`src/rtl/encoder_pkg.sv`:
```
// Shared constants and state type for the 16:4 sequential index encoder.
package encoder_pkg;

    localparam int unsigned WIDTH = 16;
    localparam int unsigned IDX_W = $clog2(WIDTH);
    localparam int unsigned CNT_W = IDX_W + 1;

    typedef enum logic {
        IDLE,
        SCAN
    } enc_state_t;

endpackage

```
`src/rtl/sixteen_to_four_seq_encoder_lsb_priority_enc.sv`:
```
// Combinational lowest-set-bit finder: reports whether any bit is set and its index.
module lsb_priority_enc #(
    parameter int unsigned WIDTH = 16,
    parameter int unsigned IDX_W = $clog2(WIDTH)
) (
    input  logic [WIDTH-1:0] vec,
    output logic             any,
    output logic [IDX_W-1:0] idx
);

    // Scan from the top down so the lowest set bit is the last to overwrite idx.
    always_comb begin
        any = |vec;
        idx = '0;
        for (int i = int'(WIDTH) - 1; i >= 0; i--) begin
            if (vec[i]) begin
                idx = IDX_W'(i);
            end
        end
    end

endmodule

```
`src/rtl/sixteen_to_four_seq_encoder.sv`:
```
// Multi-hot to binary index streamer: one index beat per set bit of an accepted
// vector, lowest first; an all-zero vector yields a single "none" beat.
module sixteen_to_four_seq_encoder #(
    parameter int unsigned WIDTH = encoder_pkg::WIDTH,
    parameter int unsigned IDX_W = $clog2(WIDTH)
) (
    input  logic             clk,
    input  logic             rst,
    input  logic             en,
    input  logic [WIDTH-1:0] f_in,
    input  logic             in_valid,
    output logic             in_ready,
    output logic [IDX_W-1:0] idx,
    output logic             none,
    output logic             out_valid,
    input  logic             out_ready,
    output logic             out_last,
    output logic [IDX_W:0]   out_count
);

    import encoder_pkg::*;

    enc_state_t       state;
    enc_state_t       state_next;
    logic [WIDTH-1:0] pending;
    logic [WIDTH-1:0] clr_mask;
    logic [IDX_W:0]   count;
    logic [IDX_W-1:0] low_idx;
    logic             low_any;
    logic             single;
    logic             scanning;
    logic             accept;
    logic             beat;

    lsb_priority_enc #(
        .WIDTH (WIDTH),
        .IDX_W (IDX_W)
    ) u_lsb (
        .vec (pending),
        .any (low_any),
        .idx (low_idx)
    );

    // At most one bit left (also true for zero), so the current beat is the last.
    assign single   = ((pending & (pending - WIDTH'(1))) == '0);
    assign clr_mask = WIDTH'(1) << low_idx;
    assign scanning = (state == SCAN);

    // State register.
    always_ff @(posedge clk or posedge rst) begin
        if (rst) begin
            state <= IDLE;
        end else begin
            state <= state_next;
        end
    end

    // Next state and handshake decode; en low blocks both accept and beat.
    always_comb begin
        state_next = state;
        in_ready   = 1'b0;
        out_valid  = 1'b0;
        accept     = 1'b0;
        beat       = 1'b0;
        case (state)
            IDLE: begin
                in_ready = en & ~rst;
                accept   = in_valid & en & ~rst;
                if (accept) begin
                    state_next = SCAN;
                end
            end
            SCAN: begin
                out_valid = en;
                beat      = en & out_ready;
                if (beat && single) begin
                    state_next = IDLE;
                end
            end
            default: begin
                state_next = IDLE;
            end
        endcase
    end

    // Pending bits and beat counter; both hold unless accepting or transferring.
    always_ff @(posedge clk or posedge rst) begin
        if (rst) begin
            pending <= '0;
            count   <= '0;
        end else if (accept) begin
            pending <= f_in;
            count   <= '0;
        end else if (beat) begin
            pending <= pending & ~clr_mask;
            count   <= count + (IDX_W + 1)'(1);
        end
    end

    // Beat payload is derived purely from registered state.
    assign idx       = scanning ? low_idx : '0;
    assign none      = scanning & ~low_any;
    assign out_last  = scanning & single;
    assign out_count = count;

endmodule

```
`config.mk`:
```
export PLATFORM = sky130hd
export DESIGN_NAME = sixteen_to_four_seq_encoder
export DESIGN_NICKNAME = d
export VERILOG_FILES = /design/src/rtl/encoder_pkg.sv /design/src/rtl/sixteen_to_four_seq_encoder_lsb_priority_enc.sv /design/src/rtl/sixteen_to_four_seq_encoder.sv
export SDC_FILE = /design/constraint.sdc
export NUM_CORES = 1
export LEC_CHECK = 0
export ABC_CLOCK_PERIOD_IN_PS = 2800
export BUFFER_PORTS_ARGS = -buffer_cell sky130_fd_sc_hd__buf_2
export CAP_MARGIN = 20
export CORE_MARGIN = 4
export CORE_UTILIZATION = 30
export CTS_CLUSTER_DIAMETER = 60
export DETAILED_ROUTE_END_ITERATION = 8
export GPL_ROUTABILITY_DRIVEN = 0
export HOLD_SLACK_MARGIN = 0.05
export PLACE_DENSITY = 0.55
export SKIP_CTS_REPAIR_TIMING = 1
export SYNTH_ARGS = -nofsm -noshare
export SYNTH_HDL_FRONTEND = slang
export SYNTH_HIERARCHICAL = 1
export SYNTH_SLANG_ARGS = --single-unit
```
`constraint.sdc`:
```
create_clock -name clk -period 2.8 [get_ports clk]
set_input_delay 0.28 -clock clk [delete_from_list [all_inputs] [get_ports clk]]
set_output_delay 0.28 -clock clk [all_outputs]
set_load 0.05 [all_outputs]
```
Word-level counts from Yosys, hierarchy flattened
Cells that the tools add are included.
- multiplexer cells: 28
- multiply operators: 0
- bitwise operators: 12
- shifts and indexed selects: 1
- div/mod/pow operators: 0
- $add $sub $neg: 2
- eq/ne operators: 0
- $lt $le $gt $ge: 0
- reduce and logical (&&, ||, !) cells: 4
- operators by type and width (operator ; count):
    4-bit two-way mux ; 17
    16-bit bitwise AND ; 2
    16-bit two-way mux ; 2
    16-bit zero test ; 1
    16-bit inverter ; 1
    16-bit OR reduction ; 1
    1-bit by 4-bit left shift with 16-bit output (first input constant) ; 1
    16-bit by 1-bit subtractor with 16-bit output (second input constant) ; 1
    5-bit two-way mux ; 2
    1-bit bitwise AND ; 6
    1-bit two-way mux ; 6
    5-bit by 1-bit adder with 5-bit output (second input constant) ; 1
    1-bit inverter ; 3
    1-bit case mux with 2 select lines ; 1
    2-bit nonzero test ; 1
    1-bit logical AND ; 1
- memories: 0
- bits in read-only memories: 0
- bits in writable memories: 0
- word-level logic and storage cells: 50
- input port bits: 21
- output and inout port bits: 13
- latch bits: 0
- bits in registers: 22

Logic depth before layout (Yosys ltp)
Gate-level depths: netlist of run 1.
- word-level depth: 21
- mapped depth: 7
- gate-level depth less buffers: 7

Cells and area by module
Netlist of run 1, hierarchy kept.
- by module, submodules not included (module ; times used ; cells an instance ; sequential area each (um^2) ; area an instance (um^2)):
    sixteen_to_four_seq_encoder ; 1 ; 136 ; 550.5 ; 1208.7
    lsb_priority_enc ; 1 ; 34 ; 0.0 ; 176.4

Worst setup path before layout of run 1
Ideal clock, no wire load.
- kind: register to output
- from: register pending[3]
- to: output port out_last
- setup slack: 0.336 ns
- stages on the path, launching flop included: 6
- data required time: 2.520 ns
- arrival: 2.184 ns
- buffers on the path: 0
- cell sequence: dfrtp_1 nor4_4 nand3_2 a221o_1 a21oi_2 nor4b_2
- longest elaborated chain between the ends: 4
- RTL lines (what ; line ; text):
    start: declaration ; sixteen_to_four_seq_encoder.sv:25 ; logic [WIDTH-1:0] pending;
    start signal: assignment ; sixteen_to_four_seq_encoder.sv:92 ; pending <= f_in;
    start signal: assignment ; sixteen_to_four_seq_encoder.sv:95 ; pending <= pending & ~clr_mask;
    16-bit by 1-bit subtractor with 16-bit output ; sixteen_to_four_seq_encoder.sv:45 ; assign single = ((pending & (pending - WIDTH'(1))) == '0);
    16-bit bitwise AND (*) ; sixteen_to_four_seq_encoder.sv:45 ;
    16-bit zero test (*) ; sixteen_to_four_seq_encoder.sv:45 ;
    1-bit bitwise AND (*) ; sixteen_to_four_seq_encoder.sv:103 ; assign out_last = scanning & single;
    end: declaration ; sixteen_to_four_seq_encoder.sv:17 ; output logic out_last,
Every way passes the cells marked *; elsewhere a longest branch is shown, timed or not.

Worst setup path in the final report of run 1
- from: register pending[7]
- to: output port out_last
Same word-level chain as after synthesis.

==> results of run 1 <==
==> cells in the mapped netlist, types with 2 or more instances <==
cell type	count	area [µm²]
a211oi_1	2	15.01
inv_1	4	15.01
nor2_1	18	67.56
xor2_1	3	26.28
o21ai_1	7	35.03
a21oi_1	7	35.03
clkbuf_1	2	7.510
nand3_1	3	15.01
o21ai_0	29	145.1
nand2_1	25	93.84
and3_1	2	12.51
nor3_1	2	10.01
nand2b_1	4	25.02
nor2_2	2	12.51
nand3b_1	2	15.01
buf_2	2	10.01
nor4_4	2	42.54
or3_1	2	12.51
a31oi_1	2	12.51
nand4_1	2	12.51
dfrtp_1	22	550.5
nor4_1	3	18.77
and2_1	6	37.54
==> sequential cells by signal (all words and copies together) (netlist names) <==
name       cells
pending       16
out_count      5
scanning       1
==> through the flow <==
| stage | power (W) | setup slack (ns) | area (µm²) |
|---|---|---|---|
| finish | 0.002147 | 0.3578 | 1662 |
| global route | 0.002347 | 0.2057 | 1662 |
| CTS | 0.002161 | 0.3613 | 1662 |
| detailed placement | 0.001955 | 0.6642 | 1620 |
| global placement | 0.001946 | 0.6796 | 1620 |
| floorplan | 0.001636 | 0.3361 | 1385 |
==> layout make-up <==
cell class | instances | area, µm² | share of cell area
Clock buffer | 3 | 41.29 | 0.02485
Inverter | 5 | 18.77 | 0.01130
Multi-Input combinational cell | 139 | 798.3 | 0.4804
Sequential cell | 22 | 550.5 | 0.3313
Tap cell | 52 | 65.06 | 0.03916
Timing Repair Buffer | 36 | 187.7 | 0.1130
==> critical path, stage by stage, from the launching register on <==
cell	delay (ns)
dfrtp_1	0.46
nor3_1	0.37
nand3_2	0.13
a221o_1	0.32
a21oi_2	0.12
nor4b_2	0.19
buf_2	0.30
==> per-layer routing <==
metal  vias to the layer above  wire, µm
li1                        678         -
met1                       635      1838
met2                        44      1548
met3                         4       263
met4                         0        27
met5                         -         0
==> where the power goes <==
group	leakage [nW]	internal, W	switching (W)
clock	0.0216	0.0000960	0.000100
sequential	0.278	0.000451	0.000249
combinational	0.420	0.000436	0.000815
total	0.720	0.000983	0.00116
==> how the worst min path moves through the flow <==
stage	start	slack, ns	end
global placement	rst	0.39	out_count[4]$_DFFE_PP0P_
global route	rst	0.14	pending[2]$_DFFE_PP0P_
detailed placement	rst	0.39	out_count[4]$_DFFE_PP0P_
floorplan	rst	0.27	out_count[0]$_DFFE_PP0P_
CTS	rst	0.10	out_count[4]$_DFFE_PP0P_
finish	rst	0.08	pending[2]$_DFFE_PP0P_
==> cell usage in the layout (no fill, tap or decap), types with 3 or more instances in the layout <==
cell | Yosys | routed
dfrtp_1 | 22 | 22
buf_2 | 2 | 33
o21ai_1 | 7 | 7
nand3_1 | 3 | 3
o21ai_0 | 29 | 29
buf_4 | 0 | 3
a21oi_1 | 7 | 7
nor4_1 | 3 | 3
nand2_1 | 25 | 25
and2_1 | 6 | 6
nand2b_1 | 4 | 4
xor2_1 | 3 | 3
nor2_1 | 18 | 18
clkbuf_8 | 0 | 3
inv_1 | 4 | 4
==> cell families (layout without fill, tap and decap cells) <==
group	Yosys count	in the layout	share of synthesized area
simple gates	78	78	0.3080
buf+inv	9	44	0.02619
mux	1	1	0.007227
flops	22	22	0.3975
fa+ha+maj	2	2	0.01626
xor+xnor	4	4	0.02530
compound gates	54	54	0.2195
==> results by group, run 1 <==
Status
  – Outcome: complete, no violations

Place
  – Port Buffers: 33
  – Cells after DPL: 254
  – Detail Placement HPWL: 2835 µm

Clock network
  – Clock Path Buffers: 2
  – CTS buffer count: 3
  – Clk root buf: clkbuf_8
  – Clk Latency, worst-skew pair: 0.26 ns
  – CTS tree: done
  – H-tree depth: 1
  – Sink Count: 22
  – Clock transition at path regs: 0.08 ns

Layout
  – Antenna diodes: 0
  – Synth-to-layout area growth: 19.96%
  – Final design utilization: 0.3764
  – Final cell count without fillers: 257
  – Layout cells sized above 1: 0.2488
  – Fillers: 470
  – Nets: 229

Logic synthesis
  – EDFF count, synth: 0
  – Synth Area per Inst: 8.148 µm²
  – Main synth FF type: dfrtp_1
  – Synth warn: 6
  – Mapped Area: 0.001385 mm²
  – Share of the yosys chip area belonging to registers: 0.3975
  – Yosys cell types: 40
  – Ys async rst share: 1.000
  – Flop and latch count out of synthesis: 22
  – Cells after Synth: 170
  – Syn nets: 192

Critical path
  – R2r endpoint: pending[1]$_DFFE_PP0P_
  – Reg2Reg Depth: 5
  – Worst Path Max Fanout: 7
  – Setup crit start kind: flop
  – WS Path Type: reg -> out
  – Reg2reg start: pending[13]$_DFFE_PP0P_
  – Critical Path Source: pending[7]$_DFFE_PP0P_
  – R2R Setup Slk: 0.76 ns
  – CP endpoint kind: output pin
  – Crit path to: out_last
  – Critical Path RT: 2.52 ns
  – Critical path arrival: 2.16 ns

Pwr
  – Leakage power: 0.7202 nW
  – Cell area power density: 1292 mW/mm²
  – Max VDD drop: 0.4456 mV

Route
  – DRT iter0 DRCs: 123
  – Post-route ant nets: 0
  – Remaining DRCs: 0
  – Vias: 1,361
  – Wire per inst: 14.31 µm
  – Drt pass-1 iters: 4
  – Vias per cell: 5.296
  – Final WL: 3678 µm

Die
  – Core area: 0.004414 mm²
  – Die H: 75.95 µm
  – FP Rows: 24
  – IO Pins: 34
  – Initial Util: 0.3138
  – Die footprint: 0.005768 mm²
  – Die width: 75.95 µm

Timing
  – Final cycle utilization of the critical path: 0.8722
  – Clock skew: 0.007084 ns
  – Final Max Tran Viols: 0
  – Slew of the pin with the lowest slew margin: 0.4189 ns
  – Max Freq: 409.5 MHz
  – Hold slack: 0.08214 ns
  – Fin. Hold Viols: 0
  – Final setup viols: 0
  – Setup TNS: 0 ns
  – Max_slew headroom: 0.7194
  – RSZ-0062 raised after global routing: no
  – Tmin final: 2.442 ns

GRT
  – First-pass GRT wire length: 6306 µm
  – Met3 usage: 0.02844
  – GR peak layer: met1
  – M2 GR Usage: 0.1918
  – Global route overflow: 0
  – Initial antenna violation count: 0
  – Met1 GRT Util: 0.1963
  – Pin count of the biggest net entering global routing: 23
  – Vias in the first global route: 1,335
  – Gr usage total: 0.1317

Min path
  – Worst Hold Class: in -> async

Flow run
  – # Max-Cap Violations: 0
Note: power is estimated with default switching activity, not from simulation.
==> inputs of run 2 (changes only) <==
--- a/config.mk
+++ b/config.mk
@@ -14,6 +14,7 @@
 export DETAILED_ROUTE_END_ITERATION = 8
 export GPL_ROUTABILITY_DRIVEN = 0
 export HOLD_SLACK_MARGIN = 0.05
+export MAX_ROUTING_LAYER = met4
 export PLACE_DENSITY = 0.55
 export SKIP_CTS_REPAIR_TIMING = 1
 export SYNTH_ARGS = -nofsm -noshare
==> run 2 against run 1 <==
  * Setup slack hardly changed
  * Non-clock buffer count unchanged
  * Utilization stayed put
  * Sequential power is essentially flat
  * Total power barely moved
  * Clock power barely moved
  * Combinational power hardly changed
  * Critical path type unchanged
  * Highest routed layer unchanged
==> results by group, run 2 (same netlist as run 1, synthesis figures left out) <==
Status
  – Outcome: complete, no violations

Die
  – IO Pins: 34 (unchanged)
  – Core area: 0.004414 mm² (unchanged)
  – Die footprint: 0.005768 mm² (unchanged)
  – FP Rows: 24 (unchanged)
  – Initial Util: 0.3138 (unchanged)
  – Die H: 75.95 µm (unchanged)
  – Die width: 75.95 µm (unchanged)

Flow run
  – # Max-Cap Violations: 0 (unchanged)

Pwr
  – Leakage power: 0.7202 nW (unchanged)
  – Cell area power density: 1292 mW/mm² (about the same)
  – Max VDD drop: 0.4454 mV (about the same)

Clock network
  – Clock transition at path regs: 0.08 ns (about the same)
  – Clk root buf: clkbuf_8
  – H-tree depth: 1 (unchanged)
  – Clock Path Buffers: 2 (unchanged)
  – Sink Count: 22 (unchanged)
  – CTS tree: done
  – CTS buffer count: 3 (unchanged)
  – Clk Latency, worst-skew pair: 0.26 ns (about the same)

Layout
  – Design area: 0.001662 mm² (unchanged)
  – Layout cells sized above 1: 0.2488 (unchanged)
  – Nets: 229 (unchanged)
  – Reg with most FFs: pending
  – Synth-to-layout area growth: 19.96% (unchanged)
  – Highest-count cells in the layout ignoring fill and taps: 33 x buf_2, 29 x o21ai_0, 25 x nand2_1
  – Commonest non-fill, non-tap cell in the layout: buf_2
  – Fillers: 470 (unchanged)
  – Max reg flops: 16 (unchanged)
  – Antenna diodes: 0 (unchanged)

Critical path
  – Setup crit start kind: flop
  – Worst Path Max Fanout: 7 (unchanged)
  – Critical path arrival: 2.16 ns (about the same)
  – CP endpoint kind: output pin
  – Reg2Reg Depth: 5 (unchanged)
  – Critical Path RT: 2.52 ns (about the same)
  – WS Path Type: reg -> out
  – Critical Path Source: pending[7]$_DFFE_PP0P_
  – Crit path to: out_last
  – Reg2reg start: pending[13]$_DFFE_PP0P_
  – R2R Setup Slk: 0.76 ns (about the same)
  – R2r endpoint: pending[1]$_DFFE_PP0P_

Timing
  – Slew of the pin with the lowest slew margin: 0.4191 ns (+0.0001609 ns)
  – RSZ-0062 raised after global routing: no
  – Tmin final: 2.442 ns (-0.00005000 ns)
  – Setup TNS: 0 ns (unchanged)
  – Max_slew headroom: 0.7193 (about the same)
  – Max Freq: 409.5 MHz (about the same)
  – Final cycle utilization of the critical path: 0.8722 (about the same)
  – Hold slack: 0.08383 ns (+0.001691 ns)
  – Clock skew: 0.006499 ns (-0.0005846 ns)
  – Final Max Tran Viols: 0 (unchanged)
  – Final setup viols: 0 (unchanged)
  – Fin. Hold Viols: 0 (unchanged)

Route
  – Post-route ant nets: 0 (unchanged)
  – Remaining DRCs: 0 (unchanged)
  – Vias per cell: 5.272 (-0.44%)
  – Final WL: 3673 µm (-0.14%)
  – Drt pass-1 iters: 4 (unchanged)
  – DRT iter0 DRCs: 123 (unchanged)
  – Vias: 1,355 (-0.44%)
  – Wire per inst: 14.29 µm (-0.14%)

Min path
  – Worst Hold Class: in -> async

Place
  – Port Buffers: 33 (unchanged)
  – Detail Placement HPWL: 2835 µm (unchanged)
  – Placed Instance Area: 0.001620 mm² (unchanged)

GRT
  – Initial antenna violation count: 0 (unchanged)
  – First-pass GRT wire length: 6299 µm (-0.11%)
  – Pin count of the biggest net entering global routing: 23 (unchanged)
  – Vias in the first global route: 1,336 (+0.075%)
  – Global route overflow: 0 (unchanged)
  – Gr usage total: 0.1354 (+0.003688)
[run 2: worst min path at each step]
stage	start	cells after the start	slack (ns)	endpoint
2_1_floorplan	rst	1	0.27	out_count[0]$_DFFE_PP0P_
3_3_place_gp	rst	3	0.39	out_count[4]$_DFFE_PP0P_
3_5_place_dp	rst	3	0.39	out_count[4]$_DFFE_PP0P_
4_1_cts	rst	3	0.10	out_count[4]$_DFFE_PP0P_
5_1_grt	rst	3	0.14	pending[2]$_DFFE_PP0P_
6_report	rst	3	0.08	pending[2]$_DFFE_PP0P_
[run 2: metrics by stage]
stage            util  worst slack (ns)  cells  total power (W)
2_1_floorplan       -            0.3361    170         0.001636
3_3_place_gp   0.3671            0.6796    254         0.001946
3_5_place_dp   0.3671            0.6642    254         0.001955
4_1_cts        0.3764            0.3613    257         0.002161
5_1_grt        0.3764            0.2057    257         0.002347
6_report       0.3764            0.3578    257         0.002147
[run 2: layout make-up]
class,instances,area (µm²),area share
repair buffers,36,187.7,0.1130
well taps,52,65.06,0.03916
flip-flops and latches,22,550.5,0.3313
multi-input cells,139,798.3,0.4804
inverters,5,18.77,0.01130
clock buffers,3,41.29,0.02485
[run 2: power by group]
group          switching (W)  total (W)  internal (W)
Combinational       0.000814    0.00125      0.000436
Sequential          0.000249   0.000700      0.000451
Clock               0.000101   0.000197     0.0000961
[run 2: critical path, stage by stage, from the launching register on]
cell and delay [ns]:
dfrtp_1 0.46, nor3_1 0.37, nand3_2 0.13, a221o_1 0.32
a21oi_2 0.12, nor4b_2 0.19, buf_2 0.30
[run 2: routing by layer]
layer	vias to the layer above	track usage	part of all wire
met1	628	0.1985	0.50
met5	-	-	0
met3	4	0.02488	0.066
li1	677	-	-
met2	46	0.1918	0.42
met4	0	0.03203	0.0074
==> inputs of run 3 (changes only) <==
--- a/config.mk
+++ b/config.mk
@@ -6,18 +6,17 @@
 export NUM_CORES = 1
 export LEC_CHECK = 0
 export ABC_CLOCK_PERIOD_IN_PS = 2800
-export BUFFER_PORTS_ARGS = -buffer_cell sky130_fd_sc_hd__buf_2
 export CAP_MARGIN = 20
 export CORE_MARGIN = 4
 export CORE_UTILIZATION = 30
 export CTS_CLUSTER_DIAMETER = 60
 export DETAILED_ROUTE_END_ITERATION = 8
+export DONT_BUFFER_PORTS = 1
 export GPL_ROUTABILITY_DRIVEN = 0
 export HOLD_SLACK_MARGIN = 0.05
 export MAX_ROUTING_LAYER = met4
-export PLACE_DENSITY = 0.55
+export PLACE_DENSITY = 0.49
 export SKIP_CTS_REPAIR_TIMING = 1
 export SYNTH_ARGS = -nofsm -noshare
 export SYNTH_HDL_FRONTEND = slang
-export SYNTH_HIERARCHICAL = 1
 export SYNTH_SLANG_ARGS = --single-unit
==> run 3 against run 2 <==
  * Area after synthesis up 5.2%
  * Cell area decreased by 3.5%
  * Clock skew is 0.00066 ns lower
  * Global-route usage grew 1.8 points
  * Sequential cell count unchanged
  * Routed wire length increased by 14%
  * Sequential share of layout area is 1.2 points higher
  * Count of clock-buffer cells in the layout is 1 higher
  * Register-to-register slack got worse by 0.16 ns
  * Setup slack worse by 0.18 ns
  * Cell count is 6.2% lower
  * Worst hold slack worse by 0.016 ns
  * Critical endpoint unchanged
  * Highest routed layer unchanged
==> results by group, run 3 <==
Logic synthesis
  – Syn nets: 199 (+3.6%)
  – Post-synth top area share: 0.3777 (-0.01979)
  – Synth Area per Inst: 8.235 µm² (+1.1%)
  – Ys async rst share: 1.000 (unchanged)
  – Flop and latch count out of synthesis: 22 (unchanged)
  – Share of the yosys chip area belonging to registers: 0.3777 (-0.01979)
  – Synth top cells by count: 29 x nand2_1, 22 x dfrtp_1, 13 x nor2_1
  – Mapped Area: 0.001458 mm² (+5.2%)
  – Top-count cell post-synth: nand2_1
  – Yosys cell types: 43 (+7.5%)
  – Largest cells by area after synthesis: dfrtp_1 38%, nand2_1 7.5%, o21ai_0 3.8%, o31ai_1 3.6%, nor2_1 3.3%
  – Cells after Synth: 177 (+4.1%)
  – Synth warn: 0 (-6)
  – Main synth FF type: dfrtp_1
  – EDFF count, synth: 0 (unchanged)
  – Area leader, netlist: dfrtp_1

Die
  – FP Rows: 25 (+4.2%)
  – Die footprint: 0.006038 mm² (+4.7%)
  – IO Pins: 34 (unchanged)
  – Die H: 77.71 µm (+2.3%)
  – Initial Util: 0.3086 (-0.005166)
  – Core area: 0.004723 mm² (+7.0%)
  – Die width: 77.71 µm (+2.3%)

Critical path
  – Critical Path Source: pending[10]$_DFFE_PP0P_
  – Critical path arrival: 2.34 ns (+0.18 ns)
  – Critical-path cell list: or4_1 > nor3_2 > o2111ai_1 > nor4_2 > and2_4
  – Critical Path RT: 2.52 ns (about the same)
  – CP endpoint kind: output pin
  – Crit-path leading delay family: simple AND/OR/NAND/NOR gates
  – R2r endpoint: pending[13]$_DFFE_PP0P_
  – Crit path to: out_last
  – Stages on the worst setup path: 5 (-1)
  – Critical path's largest stage delay: 0.64 ns (+0.18 ns)
  – WS Path Type: reg -> out
  – R2R Setup Slk: 0.60 ns (-0.16 ns)
  – Reg2reg start: pending[14]$_DFFE_PP0P_
  – Worst Path Max Fanout: 8 (+1)
  – Setup crit start kind: flop
  – CP bufs+invs: 0 (-1)
  – Critical path's slowest cell: or4_1
  – Reg2Reg Depth: 7 (+2)

Route
  – Vias per cell: 5.568 (+5.6%)
  – Met2 routed WL: 2046 µm (+31%)
  – Max Used Layer: met4
  – Drt pass-1 iters: 4 (unchanged)
  – Final WL: 4185 µm (+14%)
  – Metal-1 WL: 1831 µm (-0.70%)
  – Vias: 1,342 (-0.96%)
  – WL met3: 237 µm (-2.1%)
  – Post-route ant nets: 0 (unchanged)
  – DRT iter0 DRCs: 83 (-33%)
  – Wire per inst: 17.37 µm (+22%)
  – Remaining DRCs: 0 (unchanged)

Clock network
  – Clk root buf: clkbuf_8
  – Sink Count: 22 (unchanged)
  – Clk Latency, worst-skew pair: 0.28 ns (+0.02 ns)
  – Clock Path Buffers: 2 (unchanged)
  – Clock transition at path regs: 0.08 ns (about the same)
  – H-tree depth: 1 (unchanged)
  – CTS tree: done
  – CTS buffer count: 3 (unchanged)

Layout
  – Fillers: 502 (+6.8%)
  – Reg with most FFs: pending
  – Synth-to-layout area growth: 9.957%
  – Highest-count cells in the layout ignoring fill and taps: 29 x nand2_1, 22 x dfrtp_1, 12 x nor2_1
  – Antenna diodes: 0 (unchanged)
  – Nets: 197 (-14%)
  – Max reg flops: 16 (unchanged)
  – Commonest non-fill, non-tap cell in the layout: nand2_1
  – Layout cells sized above 1: 0.1207 (-0.1281)
  – Final cell count without fillers: 241 (-6.2%)

Timing
  – Final setup viols: 0 (unchanged)
  – Max_slew headroom: 0.4176 (-0.3018)
  – Final cycle utilization of the critical path: 0.9369 (+0.06467)
  – Clock skew: 0.005835 ns (-0.0006642 ns)
  – RSZ-0062 raised after global routing: no
  – Slew of the pin with the lowest slew margin: 0.8727 ns (+0.4537 ns)
  – Final Max Tran Viols: 0 (unchanged)
  – Fin. Hold Viols: 0 (unchanged)
  – Max Freq: 381.2 MHz (-6.9%)
  – Setup TNS: 0 ns (unchanged)
  – Tmin final: 2.623 ns (+0.1811 ns)

GRT
  – Global route overflow: 0 (unchanged)
  – Initial antenna violation count: 0 (unchanged)
  – Gr usage total: 0.1533 (+0.01790)
  – First-pass GRT wire length: 7107 µm (+13%)
  – Vias in the first global route: 1,391 (+4.1%)
  – Pin count of the biggest net entering global routing: 23 (unchanged)

Place
  – Cells after DPL: 237 (-6.7%)
  – Port Buffers: 0 (-100%)
  – Detail Placement HPWL: 3093 µm (+9.1%)

Flow run
  – # Max-Cap Violations: 0 (unchanged)

Pwr
  – Cell area power density: 1434 mW/mm² (+11%)
  – Leakage power: 0.6275 nW (-13%)
  – Max VDD drop: 0.7374 mV (+66%)

Status
  – Outcome: complete, no violations

Min path
  – Worst Hold Class: in -> async
## run 3: how the worst min path moves through the flow
stage	to	cells past startpoint
after floorplan	out_count[0]$_DFFE_PP0P_	1
after global placement	pending[9]$_DFFE_PP0P_	1
after detailed placement	pending[2]$_DFFE_PP0P_	2
after CTS	scanning$_DFF_PP0_	1
after global routing	pending[2]$_DFFE_PP0P_	2
final	scanning$_DFF_PP0_	1
## run 3: per-layer routing
metal / GRT usage / up-vias
met3: 0.03480 / 5
li1: - / 646
met1: 0.1961 / 644
met2: 0.2329 / 47
met4: 0.06406 / 0
met5: - / -
## run 3: final cells by class
type	instances	area [µm²]	share of cell area
clock buffer	4	55.05	0.03435
sequential	22	550.5	0.3435
tap	67	83.83	0.05230
multi-input combinational	136	838.3	0.5230
inverter	4	15.01	0.009368
timing repair buffer	8	60.06	0.03747
## run 3: stage by stage
stage | utilization | total power, W | setup WS (ns) | cell area (µm²) | hold WS, ns
6_report | 0.3393 | 0.002299 | 0.1768 | 1603 | 0.06831
5_1_grt | 0.3393 | 0.002469 | 0.006231 | 1603 | 0.1085
4_1_cts | 0.3370 | 0.002261 | 0.08859 | 1592 | 0.1056
3_5_place_dp | 0.3253 | 0.002020 | 0.4023 | 1536 | 0.3955
3_3_place_gp | 0.3253 | 0.002018 | 0.4305 | 1536 | 0.3919
2_1_floorplan | - | 0.001706 | 0.1057 | 1458 | 0.2692
## run 3: logic make-up (layout without fill, tap and decap cells)
family / after synthesis / in the layout / share of synthesized area
adder cells (fa/ha/maj): 1 / 1 / 0.008582
buffers and inverters: 19 / 16 / 0.06180
XOR/XNOR: 4 / 4 / 0.02404
AND/OR/NAND/NOR: 81 / 81 / 0.2833
flip-flops: 22 / 22 / 0.3777
AO/OA/AOI/OAI: 50 / 50 / 0.2446
## run 3: power by group
part | leakage (nW) | internal [W] | total (W) | switching [W]
Combinational | 0.318 | 0.000458 | 0.00125 | 0.000797
Sequential | 0.281 | 0.000441 | 0.000805 | 0.000364
Clock | 0.0288 | 0.000126 | 0.000240 | 0.000114
Total | 0.628 | 0.00102 | 0.00230 | 0.00127
## run 3: worst reg2reg max path: stages (launching register included)
cell and delay [ns]:
dfrtp_1 0.49, nand2b_1 0.19, a221o_1 0.34, a2111oi_0 0.42, o31a_1 0.20, buf_4 0.16
nor3b_1 0.21, o21ai_1 0.08
